--- config.mk ---
export PLATFORM = sky130hd
export DESIGN_NAME = accum_frame_sequencer
export DESIGN_NICKNAME = d
export VERILOG_FILES = /design/src/rtl/accum_frame_sequencer.sv
export SDC_FILE = /design/constraint.sdc
export NUM_CORES = 1
export LEC_CHECK = 0
export ABC_AREA = 1
export BUFFER_PORTS_ARGS = -buffer_cell sky130_fd_sc_hd__buf_2
export CAP_MARGIN = 20
export CORE_MARGIN = 3
export CORE_UTILIZATION = 33
export CTS_BUF_LIST = sky130_fd_sc_hd__clkbuf_16
export CTS_CLUSTER_SIZE = 40
export DETAILED_ROUTE_END_ITERATION = 7
export PLACE_DENSITY_LB_ADDON = 0.3
export SLEW_MARGIN = 15
export SYNTH_ARGS = -nofsm -noshare
export SYNTH_HDL_FRONTEND = slang
export SYNTH_SLANG_ARGS = --single-unit
export TNS_END_PERCENT = 5
--- constraint.sdc ---
create_clock -name C -period 1.15 [get_ports C]
set_input_delay 0.115 -clock C [delete_from_list [all_inputs] [get_ports C]]
set_output_delay 0.115 -clock C [all_outputs]
set_load 0.005 [all_outputs]
--- src/rtl/accum_frame_sequencer.sv ---
// Frame sequencer around a DW-bit up-accumulator: feeds WINDOW samples, captures Q, then clears.
// Optional overflow flag M_OVF is compiled in with `define ACCUM_FRAME_SEQ_OVF_EN.
module accum_frame_sequencer #(
    parameter int unsigned DW     = 4,
    parameter int unsigned WINDOW = 4,
    parameter int unsigned CW     = 8
) (
    input  logic          C,
    input  logic          CLR,
    input  logic [DW-1:0] S_DATA,
    input  logic          S_VALID,
    output logic          S_READY,
    output logic [DW-1:0] ACC_D,
    output logic          ACC_CLR,
    input  logic [DW-1:0] ACC_Q,
    output logic [DW-1:0] M_DATA,
    output logic          M_VALID,
`ifdef ACCUM_FRAME_SEQ_OVF_EN
    output logic          M_OVF,
`endif
    input  logic          M_READY
);

    typedef enum logic [2:0] {
        ST_INIT,
        ST_COLLECT,
        ST_DRAIN,
        ST_CAPTURE,
        ST_DUMP
    } state_t;

    localparam logic [CW-1:0] LAST_IDX = CW'(WINDOW - 1);

    state_t        r_state, w_state_nxt;
    logic [CW-1:0] r_cnt, w_cnt_nxt;
    logic [DW-1:0] r_acc_d, w_acc_d_nxt;
    logic [DW-1:0] r_m_data, w_m_data_nxt;
    logic          r_acc_clr, w_acc_clr_nxt;
    logic          r_m_valid, w_m_valid_nxt;
    logic          w_accept;
    logic          w_release;

    assign S_READY   = (r_state == ST_COLLECT);
    assign w_accept  = S_VALID & S_READY;
    assign w_release = r_m_valid & M_READY;

    assign ACC_D   = r_acc_d;
    assign ACC_CLR = r_acc_clr;
    assign M_DATA  = r_m_data;
    assign M_VALID = r_m_valid;

    always_comb begin
        // NOTE: every next-state value gets a default before the case so no latch is inferred.
        w_state_nxt   = r_state;
        w_cnt_nxt     = r_cnt;
        w_acc_d_nxt   = '0;
        w_acc_clr_nxt = r_acc_clr;
        w_m_data_nxt  = r_m_data;
        w_m_valid_nxt = r_m_valid;

        case (r_state)
            ST_INIT: begin
                w_acc_clr_nxt = 1'b0;
                w_state_nxt   = ST_COLLECT;
            end
            ST_COLLECT: begin
                if (w_accept) begin
                    w_acc_d_nxt = S_DATA;
                    if (r_cnt == LAST_IDX) begin
                        w_cnt_nxt   = '0;
                        w_state_nxt = ST_DRAIN;
                    end else begin
                        w_cnt_nxt = r_cnt + CW'(1);
                    end
                end
            end
            // Last addend is still on ACC_D here; the accumulator absorbs it at this edge.
            ST_DRAIN: begin
                w_state_nxt = ST_CAPTURE;
            end
            ST_CAPTURE: begin
                w_m_data_nxt  = ACC_Q;
                w_m_valid_nxt = 1'b1;
                w_acc_clr_nxt = 1'b1;
                w_state_nxt   = ST_DUMP;
            end
            ST_DUMP: begin
                if (w_release) begin
                    w_m_valid_nxt = 1'b0;
                    w_acc_clr_nxt = 1'b0;
                    w_state_nxt   = ST_COLLECT;
                end
            end
            default: begin
                w_acc_clr_nxt = 1'b1;
                w_m_valid_nxt = 1'b0;
                w_cnt_nxt     = '0;
                w_state_nxt   = ST_INIT;
            end
        endcase
    end

    always_ff @(posedge C) begin
        if (!CLR) begin
            r_state   <= ST_INIT;
            r_cnt     <= '0;
            r_acc_d   <= '0;
            r_acc_clr <= 1'b1;
            r_m_data  <= '0;
            r_m_valid <= 1'b0;
        end else begin
            r_state   <= w_state_nxt;
            r_cnt     <= w_cnt_nxt;
            r_acc_d   <= w_acc_d_nxt;
            r_acc_clr <= w_acc_clr_nxt;
            r_m_data  <= w_m_data_nxt;
            r_m_valid <= w_m_valid_nxt;
        end
    end

`ifdef ACCUM_FRAME_SEQ_OVF_EN
    localparam logic [DW+CW-1:0] SUM_MAX = {{CW{1'b0}}, {DW{1'b1}}};

    // Full-width mirror of the frame sum so wrap in the DW-bit accumulator can be detected.
    logic [DW+CW-1:0] r_shadow;
    logic             r_m_ovf;

    assign M_OVF = r_m_ovf;

    always_ff @(posedge C) begin
        if (!CLR) begin
            r_shadow <= '0;
            r_m_ovf  <= 1'b0;
        end else begin
            case (r_state)
                ST_INIT: r_shadow <= '0;
                ST_COLLECT: begin
                    if (w_accept) begin
                        r_shadow <= r_shadow + (DW+CW)'(S_DATA);
                    end
                end
                ST_CAPTURE: r_m_ovf <= (r_shadow > SUM_MAX);
                ST_DUMP: begin
                    if (w_release) begin
                        r_shadow <= '0;
                        r_m_ovf  <= 1'b0;
                    end
                end
                default: ;
            endcase
        end
    end
`else
    // Overflow tracking compiled out; frame sums simply wrap at 2^DW.
`endif

endmodule

Word-level counts from Yosys, hierarchy flattened
Index checks and enable logic that the tools add are counted.
{"block": "word_totals", "inputBits": 12, "output_inout_bits": 11, "register_bits": 21}
{"block": "op_classes", "n_reduce_logical": 9, "add_sub_neg": 1, "bitwise": 5, "eq_ne": 8, "n_mux": 10}
{"cell": "2-to-1 mux 8 bit", "count": 2}
{"cell": "case mux 8 bit (2 select lines)", "count": 1}
{"cell": "case mux 3 bit (5 select lines)", "count": 1}
{"cell": "2-to-1 mux 3 bit", "count": 3}
{"cell": "adder 8 x 1 -> 8 bit (second input constant)", "count": 1}
{"cell": "equality test 8 x 2 -> 1 bit (second input constant)", "count": 1}
{"cell": "equality test 3 x 2 -> 1 bit (second input constant)", "count": 2}
{"cell": "case mux 1 bit (3 select lines)", "count": 2}
{"cell": "AND reduction 2 bit", "count": 3}
{"cell": "AND reduction 3 bit", "count": 2}
{"cell": "inequality test 2 x 1 -> 1 bit (second input constant)", "count": 2}
{"cell": "OR reduction 4 bit", "count": 1}
{"cell": "equality test 3 x 1 -> 1 bit (second input constant)", "count": 1}
{"cell": "equality test 3 bit (second input constant)", "count": 1}
{"cell": "zero test 3 bit", "count": 1}
{"cell": "NOT 1 bit", "count": 3}
{"cell": "OR reduction 3 bit", "count": 1}
{"cell": "AND 1 bit", "count": 2}
{"cell": "inequality test 2 bit (second input constant)", "count": 1}
{"cell": "OR reduction 2 bit", "count": 1}
{"cell": "2-to-1 mux 1 bit", "count": 1}

Longest topological paths before layout
Gate-level depths: netlist of run 1.
{"block": "logic_depth", "word_depth": 4, "ltp_mapped": 10, "depth_no_buf": 9}

Worst setup path after synthesis of run 1
OpenSTA, ideal clock, no wires.
{"block": "synth_timing", "path_kind": "reg2reg", "from": "reg r_cnt[0]", "to": "reg r_cnt[1]", "stages_incl_launch_ff": 9, "arrival_time_ns": 1.054, "n_path_buf": 0, "period_less_slack_ns": 1.172, "path_slack_ns": -0.022, "required_ns": 1.032, "setup_time_ns": 0.118, "cell_sequence": "dfxtp_1 > ha_1 > nand2_1 > nor2_1 > nand2_1 > nand2_1 > nand2_1 > nand2_2 > nor2_1"}
{"block": "synth_between", "elab_chain_len": 4, "elab_cells_between_ends": 5, "cone_classes": "add/sub: 1; eq/ne: 1; mux: 3"}
{"element": "start, declared", "line_no": "35", "rtl": "logic [CW-1:0] r_cnt, w_cnt_nxt;"}
{"element": "start signal, assigned", "line_no": "113", "rtl": "r_cnt <= w_cnt_nxt;"}
{"element": "adder 8 x 1 -> 8 bit or equality test 8 x 2 -> 1 bit (tied branches)", "line_no": "73, 69"}
{"element": "2-to-1 mux 8 bit (*)", "line_no": "69", "rtl": "if (r_cnt == LAST_IDX) begin"}
{"element": "2-to-1 mux 8 bit (*)", "line_no": "67", "rtl": "if (w_accept) begin"}
{"element": "case mux 8 bit (2 select lines) (*)", "line_no": "61", "rtl": "case (r_state)"}
Every way passes the cells marked *; elsewhere a longest branch is shown, timed or not. The select of a mux whose other input is x is not followed.
A chain may end at the register's enable or synchronous reset.

Worst setup path after layout of run 1
{"block": "layout_timing", "from": "reg r_cnt[1]", "to": "reg r_cnt[1]"}
Same word-level chain as after synthesis.

==> impl_metrics.py, run 1 <==
metrics = {
    "drt": {
        "num_vias": 905,
        "wl_um": 2030,
        "drc_errors": 0,
        "viasPerCell": 4.617,
        "drt_pass1_iterations": 4,
        "routedWlPerCell_um": 10.36,
        "ant_nets": 0,
        "drt_iter0_markers": 33,
    },
    "setup_path": {
        "reg2reg_setup_slack_ns": 0.03,
        "worstPathArrival_ns": 1.26,
        "cp_cell_sequence": "ha_4, nand2_1, nor2_1, nand2_1, nand2_2, nand2_2, nand2_4, nor2_1",
        "crit_type": "reg -> reg",
        "cp_slowest_cell": "dfxtp_2",
        "crit_family": "simple AND/OR/NAND/NOR gates",
        "critPathMaxStageDelay_ns": 0.35,
        "start_kind": "flop",
        "cp_max_fo": 8,
        "path_buf_inv": 0,
        "cp.required_ns": 1.29,
        "endpoint_kind": "flop",
    },
    "yosys": {
        "syn_inst": 136,
        "syn_area_um2": 940.9,
        "yosys_warnings": 0,
        "yosysSeqAreaShare": 0.4468,
        "syn-num-nets": 149,
        "synth_area_per_cell_um2": 6.918,
        "yosysUniqueCellTypes": 20,
        "synth-seq-cells": 21,
    },
    "clock_tree": {
        "clkTransAtPathRegs_ns": 0.05,
        "cts.sinks": 21,
        "clk_latency_ns": 0.25,
        "post-cts-setup-buffers": 0,
        "root_buffer": "clkbuf_16",
        "numCtsBuffers": 3,
        "ctsHoldBuffers": 0,
        "h-tree-depth": 1,
        "cts_tree": "built",
        "ctsLongestPathBuffers": 2,
    },
    "job": {
        "max_cap_viol_count": 0,
    },
    "die": {
        "core_area_mm2": 0.002590,
        "placementRows": 18,
        "io_pins": 23,
        "start_util": 0.3633,
        "die-area_mm2": 0.003528,
        "die_y_um": 59.40,
        "die_w_um": 59.40,
    },
    "timing": {
        "setup_ws_ns": 0.02875,
        "period_needed_ns": 1.121,
        "setup_viol": 0,
        "finClkSkew_ns": 0.001062,
        "post-route-period-util": 0.9750,
        "relSlewSlack": 0.8341,
        "rsz0062_at_grt": "true",
        "drv_slew": 0,
        "hold_violations": 0,
        "fmax_mhz": 891.9,
        "tightest_slew_ns": 0.2486,
    },
    "hold_path": {
        "min_path_type": "in -> reg",
    },
    "run_status": {
        "status": "completed",
    },
    "layout": {
        "final_cell_mix": "nand2_1 (29), nor2_1 (27), buf_2 (22), dfxtp_1 (17), inv_1 (13)",
        "area_growth_pct": 34.04,
        "final_nets": 180,
        "final_common_cell": "nand2_1",
        "insertedDiodeCount": 0,
        "drive_above_1_share": 0.3373,
        "final_cell_count_no_fill": 196,
    },
    "global_route": {
        "grt_start_max_net_pins": 13,
        "grt_overflow_total": 0,
        "grt_first_pass_wirelength_um": 3650,
        "antenna_found_initial": 0,
        "grt_pass1_vias": 868,
        "grtUsageTotal": 0.1366,
    },
    "pwr": {
        "p_seq_frac": 0.435,
        "p_leak_nw": 0.6025,
        "p_int_mw": 1.394,
        "comb_power_share": 0.184,
        "irDropWorstVdd_uv": 807.7,
        "sw_frac_of_total": 0.2614,
        "powerDensity_mw_per_mm2": 1497,
        "clock_power_share": 0.381,
        "power.switching_mw": 0.4935,
    },
    "placement": {
        "port_buffers": 22,
        "place.gp.congestion": 0.7938,
        "dpl.hpwl_um": 1517,
        "pre_cts_ws_ns": -0.09728,
        "dp_cells": 192,
    },
}
-- worst reg2reg max path: cells and delay by family (launching register included) --
kind / cells / cell delay, ns
DFF: 1 / 0.35
and+or+nand+nor: 7 / 0.52
adders and majority gates: 1 / 0.14
-- sequential cells by signal (all words and copies together) (netlist names) --
register	count
M_DATA	4
ACC_CLR	1
r_cnt	8
r_state	3
M_VALID	1
ACC_D	4
-- worst paths after layout --
path	startpoint	endpoint	depth (start not counted)
setup reg to reg	r_cnt[1]	r_cnt[1]	8
setup / recovery	r_cnt[1]	r_cnt[1]	8
hold / removal	S_DATA[2]	ACC_D[2]	3
hold reg to reg	ACC_CLR	ACC_CLR	2
-- through the flow --
step                      power [mW]  TNS, ns  cell area, um2    util  hold slack, ns
after floorplan                1.033        0           944.7       -          0.2272
after global placement         1.136  -0.3617            1122  0.4333          0.3302
after detailed placement       1.147  -0.6679            1122  0.4333          0.3350
after CTS                      1.901        0            1232  0.4758         0.06716
after global routing           1.998  -0.4809            1261  0.4870         0.07703
final                          1.888        0            1261  0.4870         0.07333
-- repair_timing --
item | 4_1_cts | 5_1_grt
pin swaps | 2 | 2
gates resized for setup | 8 | 9
endpoints found under the setup margin | 8 | 12
endpoints found under the hold margin | 0 | 0
-- metal layers --
layer	share of wire	routed length [um]	track usage	vias to the layer above
li1	-	-	-	481
met1	0.42	848	0.1662	405
met2	0.52	1060	0.2278	14
met3	0.037	76	0.02614	5
met4	0.022	44	0.06796	0
met5	0	0	0	-
-- area by class of cell --
type | instances | area, um2
clock inverter | 1 | 3.754
timing repair buffer | 28 | 155.1
tap | 30 | 37.54
inverter | 17 | 66.31
fill | 249 | 1329
sequential | 21 | 425.4
clock buffer | 3 | 75.07
multi-input combinational | 96 | 498.0
-- synth_stat cells --
cell / n / area share
nor3_1: 3 / 0.016
nand2_4: 1 / 0.012
inv_2: 3 / 0.012
dfxtp_1: 21 / 0.45
nor2_2: 1 / 0.0067
ha_1: 1 / 0.013
buf_6: 1 / 0.012
o21bai_1: 1 / 0.0080
or2_2: 1 / 0.0067
inv_1: 13 / 0.052
nand3_1: 10 / 0.053
o21ai_0: 9 / 0.048
a21oi_1: 3 / 0.016
nor2_1: 28 / 0.11
nand2_2: 4 / 0.027
nand2_1: 31 / 0.12
clkbuf_1: 1 / 0.0040
a21oi_2: 2 / 0.019
inv_4: 1 / 0.0067
or2_1: 1 / 0.0067
-- cell families (layout without fill, tap and decap cells) --
family / Yosys count / count (layout) / share of synthesized area
adders and majority gates: 1 / 1 / 0.01330
and+or+nand+nor: 80 / 80 / 0.3630
buffers and inverters: 19 / 49 / 0.08644
DFF: 21 / 21 / 0.4468
AOI/OAI and AO/OA: 15 / 15 / 0.09042
-- power groups by stage --
stage / clock, mW / sequential [mW] / combinational, mW
2_1_floorplan: 0 / 0.827 / 0.205
3_3_place_gp: 0 / 0.821 / 0.314
3_5_place_dp: 0 / 0.824 / 0.323
4_1_cts: 0.748 / 0.816 / 0.337
5_1_grt: 0.771 / 0.829 / 0.397
6_report: 0.719 / 0.822 / 0.347
No activity file was read; power rests on OpenSTA's default activity.
==> run 2, diff against run 1 <==
--- a/config.mk
+++ b/config.mk
@@ -14,6 +14,7 @@
 export CTS_CLUSTER_SIZE = 40
 export DETAILED_ROUTE_END_ITERATION = 7
 export PLACE_DENSITY_LB_ADDON = 0.3
+export RECOVER_POWER = 100
 export SLEW_MARGIN = 15
 export SYNTH_ARGS = -nofsm -noshare
 export SYNTH_HDL_FRONTEND = slang
==> run 2 against run 1 <==
Register-to-register slack barely moved. Via count up 0.99%. Critical path depth is the same. Routed wire length is 0.44% higher. Die area did not move. Largest power group unchanged.
==> impl_metrics.py, run 2 (same netlist as run 1, synthesis figures left out) <==
metrics = {
    "run_status": {
        "status": "completed",
    },
    "timing": {
        "post-route-period-util": 0.9754,
        "finClkSkew_ns": 0.001148,
        "hold_violations": 0,
        "fmax_mhz": 891.5,
        "holdWs_ns": 0.07334,
        "rsz0062_at_grt": "true",
        "period_needed_ns": 1.122,
        "tightest_slew_ns": 0.2485,
        "relSlewSlack": 0.8341,
        "drv_slew": 0,
        "setup_viol": 0,
        "fin_tns_setup_ns": 0,
    },
    "setup_path": {
        "crit_type": "reg -> reg",
        "endpoint_kind": "flop",
        "cp_max_fo": 8,
        "cp_cell_sequence": "ha_4, nand2_1, nor2_1, nand2_1, nand2_2, nand2_2, nand2_4, nor2_1",
        "cp.required_ns": 1.29,
        "start_kind": "flop",
        "cp_slowest_cell": "dfxtp_2",
        "critPathMaxStageDelay_ns": 0.35,
        "worstPathArrival_ns": 1.26,
    },
    "clock_tree": {
        "clkTransAtPathRegs_ns": 0.05,
        "ctsHoldBuffers": 0,
        "post-cts-setup-buffers": 0,
        "ctsLongestPathBuffers": 2,
        "cts_tree": "built",
        "clk_latency_ns": 0.25,
        "numCtsBuffers": 3,
        "root_buffer": "clkbuf_16",
        "h-tree-depth": 1,
        "cts.sinks": 21,
    },
    "pwr": {
        "p_leak_nw": 0.5811,
        "irDropWorstVdd_uv": 807.2,
        "powerDensity_mw_per_mm2": 1505,
    },
    "placement": {
        "port_buffers": 22,
        "dp_cells": 192,
        "dpl.hpwl_um": 1517,
        "place_area_mm2": 0.001122,
        "place.gp.congestion": 0.7938,
    },
    "drt": {
        "drc_errors": 0,
        "drt_iter0_markers": 33,
        "viasPerCell": 4.663,
        "num_vias": 914,
        "routedWlPerCell_um": 10.40,
        "wl_um": 2039,
        "ant_nets": 0,
        "drt_pass1_iterations": 4,
    },
    "layout": {
        "final_nets": 180,
        "area_growth_pct": 33.11,
        "drive_above_1_share": 0.3072,
        "fin_util": 0.4836,
        "final_common_cell": "nand2_1",
        "final_cell_count_no_fill": 196,
        "largest_reg_flops": 8,
        "final_cell_mix": "nand2_1 (29), nor2_1 (27), buf_2 (18), dfxtp_1 (17), inv_1 (13)",
        "fin_area_mm2": 0.001252,
        "insertedDiodeCount": 0,
        "largest-register": "r_cnt",
    },
    "hold_path": {
        "min_path_type": "in -> reg",
    },
    "global_route": {
        "grt_pass1_vias": 868,
        "grtUsageTotal": 0.1366,
        "grt_first_pass_wirelength_um": 3650,
        "grt_overflow_total": 0,
        "grt_start_max_net_pins": 13,
        "antenna_found_initial": 0,
    },
    "die": {
        "die_w_um": 59.40,
        "placementRows": 18,
        "io_pins": 23,
        "die_y_um": 59.40,
        "core_area_mm2": 0.002590,
        "start_util": 0.3633,
        "die-area_mm2": 0.003528,
    },
    "job": {
        "max_cap_viol_count": 0,
    },
}
## run 2: cell types whose count changed in the layout (fill, tap and decap cells not counted)
| cell | before | now |
|---|---|---|
| clkbuf_1 | 0 | 5 |
| buf_2 | 22 | 18 |
| buf_4 | 6 | 5 |
## run 2: power breakdown
group	internal, mW	total, mW	switching [mW]
logic	0.144	0.343	0.199
clock network	0.463	0.719	0.256
registers	0.784	0.822	0.0384
## run 2: timing repair
action                     4_1_cts  5_1_grt
gates cloned                     0        0
gates resized for setup          8        9
setup endpoints to repair        8       12
pin swaps                        2        2
## run 2: final timing paths
check / from / to / slack [ns] / depth (start not counted)
worst min register to register: ACC_CLR / ACC_CLR / 0.49 / 2
worst max-delay path: r_cnt[1] / r_cnt[1] / 0.03 / 8
worst max register to register: r_cnt[1] / r_cnt[1] / 0.03 / 8
worst min-delay path: S_DATA[2] / ACC_D[2] / 0.07 / 3
## run 2: area by class of cell
cell class,count,area [um2]
fillers,253,1338
multi-input cells,96,498.0
flip-flops and latches,21,425.4
repair buffers,28,146.4
clock buffers,3,75.07
inverters,17,66.31
well taps,30,37.54
clock inverters,1,3.754
## run 2: critical path: cells and delay by family (launching register included)
family                   cells  cell delay (ns)
adder cells (fa/ha/maj)      1             0.14
AND/OR/NAND/NOR              7             0.52
flip-flops                   1             0.35
## run 2: metal layers
| layer | track usage | wire (um) | up-vias |
|---|---|---|---|
| met4 | 0.06796 | 44 | 0 |
| met2 | 0.2278 | 1066 | 12 |
| li1 | - | - | 481 |
| met5 | 0 | 0 | - |
| met1 | 0.1662 | 854 | 416 |
| met3 | 0.02614 | 73 | 5 |
## run 2: through the flow
step / setup WS, ns / power (mW)
detailed placement: -0.09728 / 1.147
global placement: -0.05348 / 1.136
floorplan: 0.001832 / 1.033
CTS: 0.01325 / 1.901
finish: 0.02832 / 1.885
global route: -0.06460 / 1.994
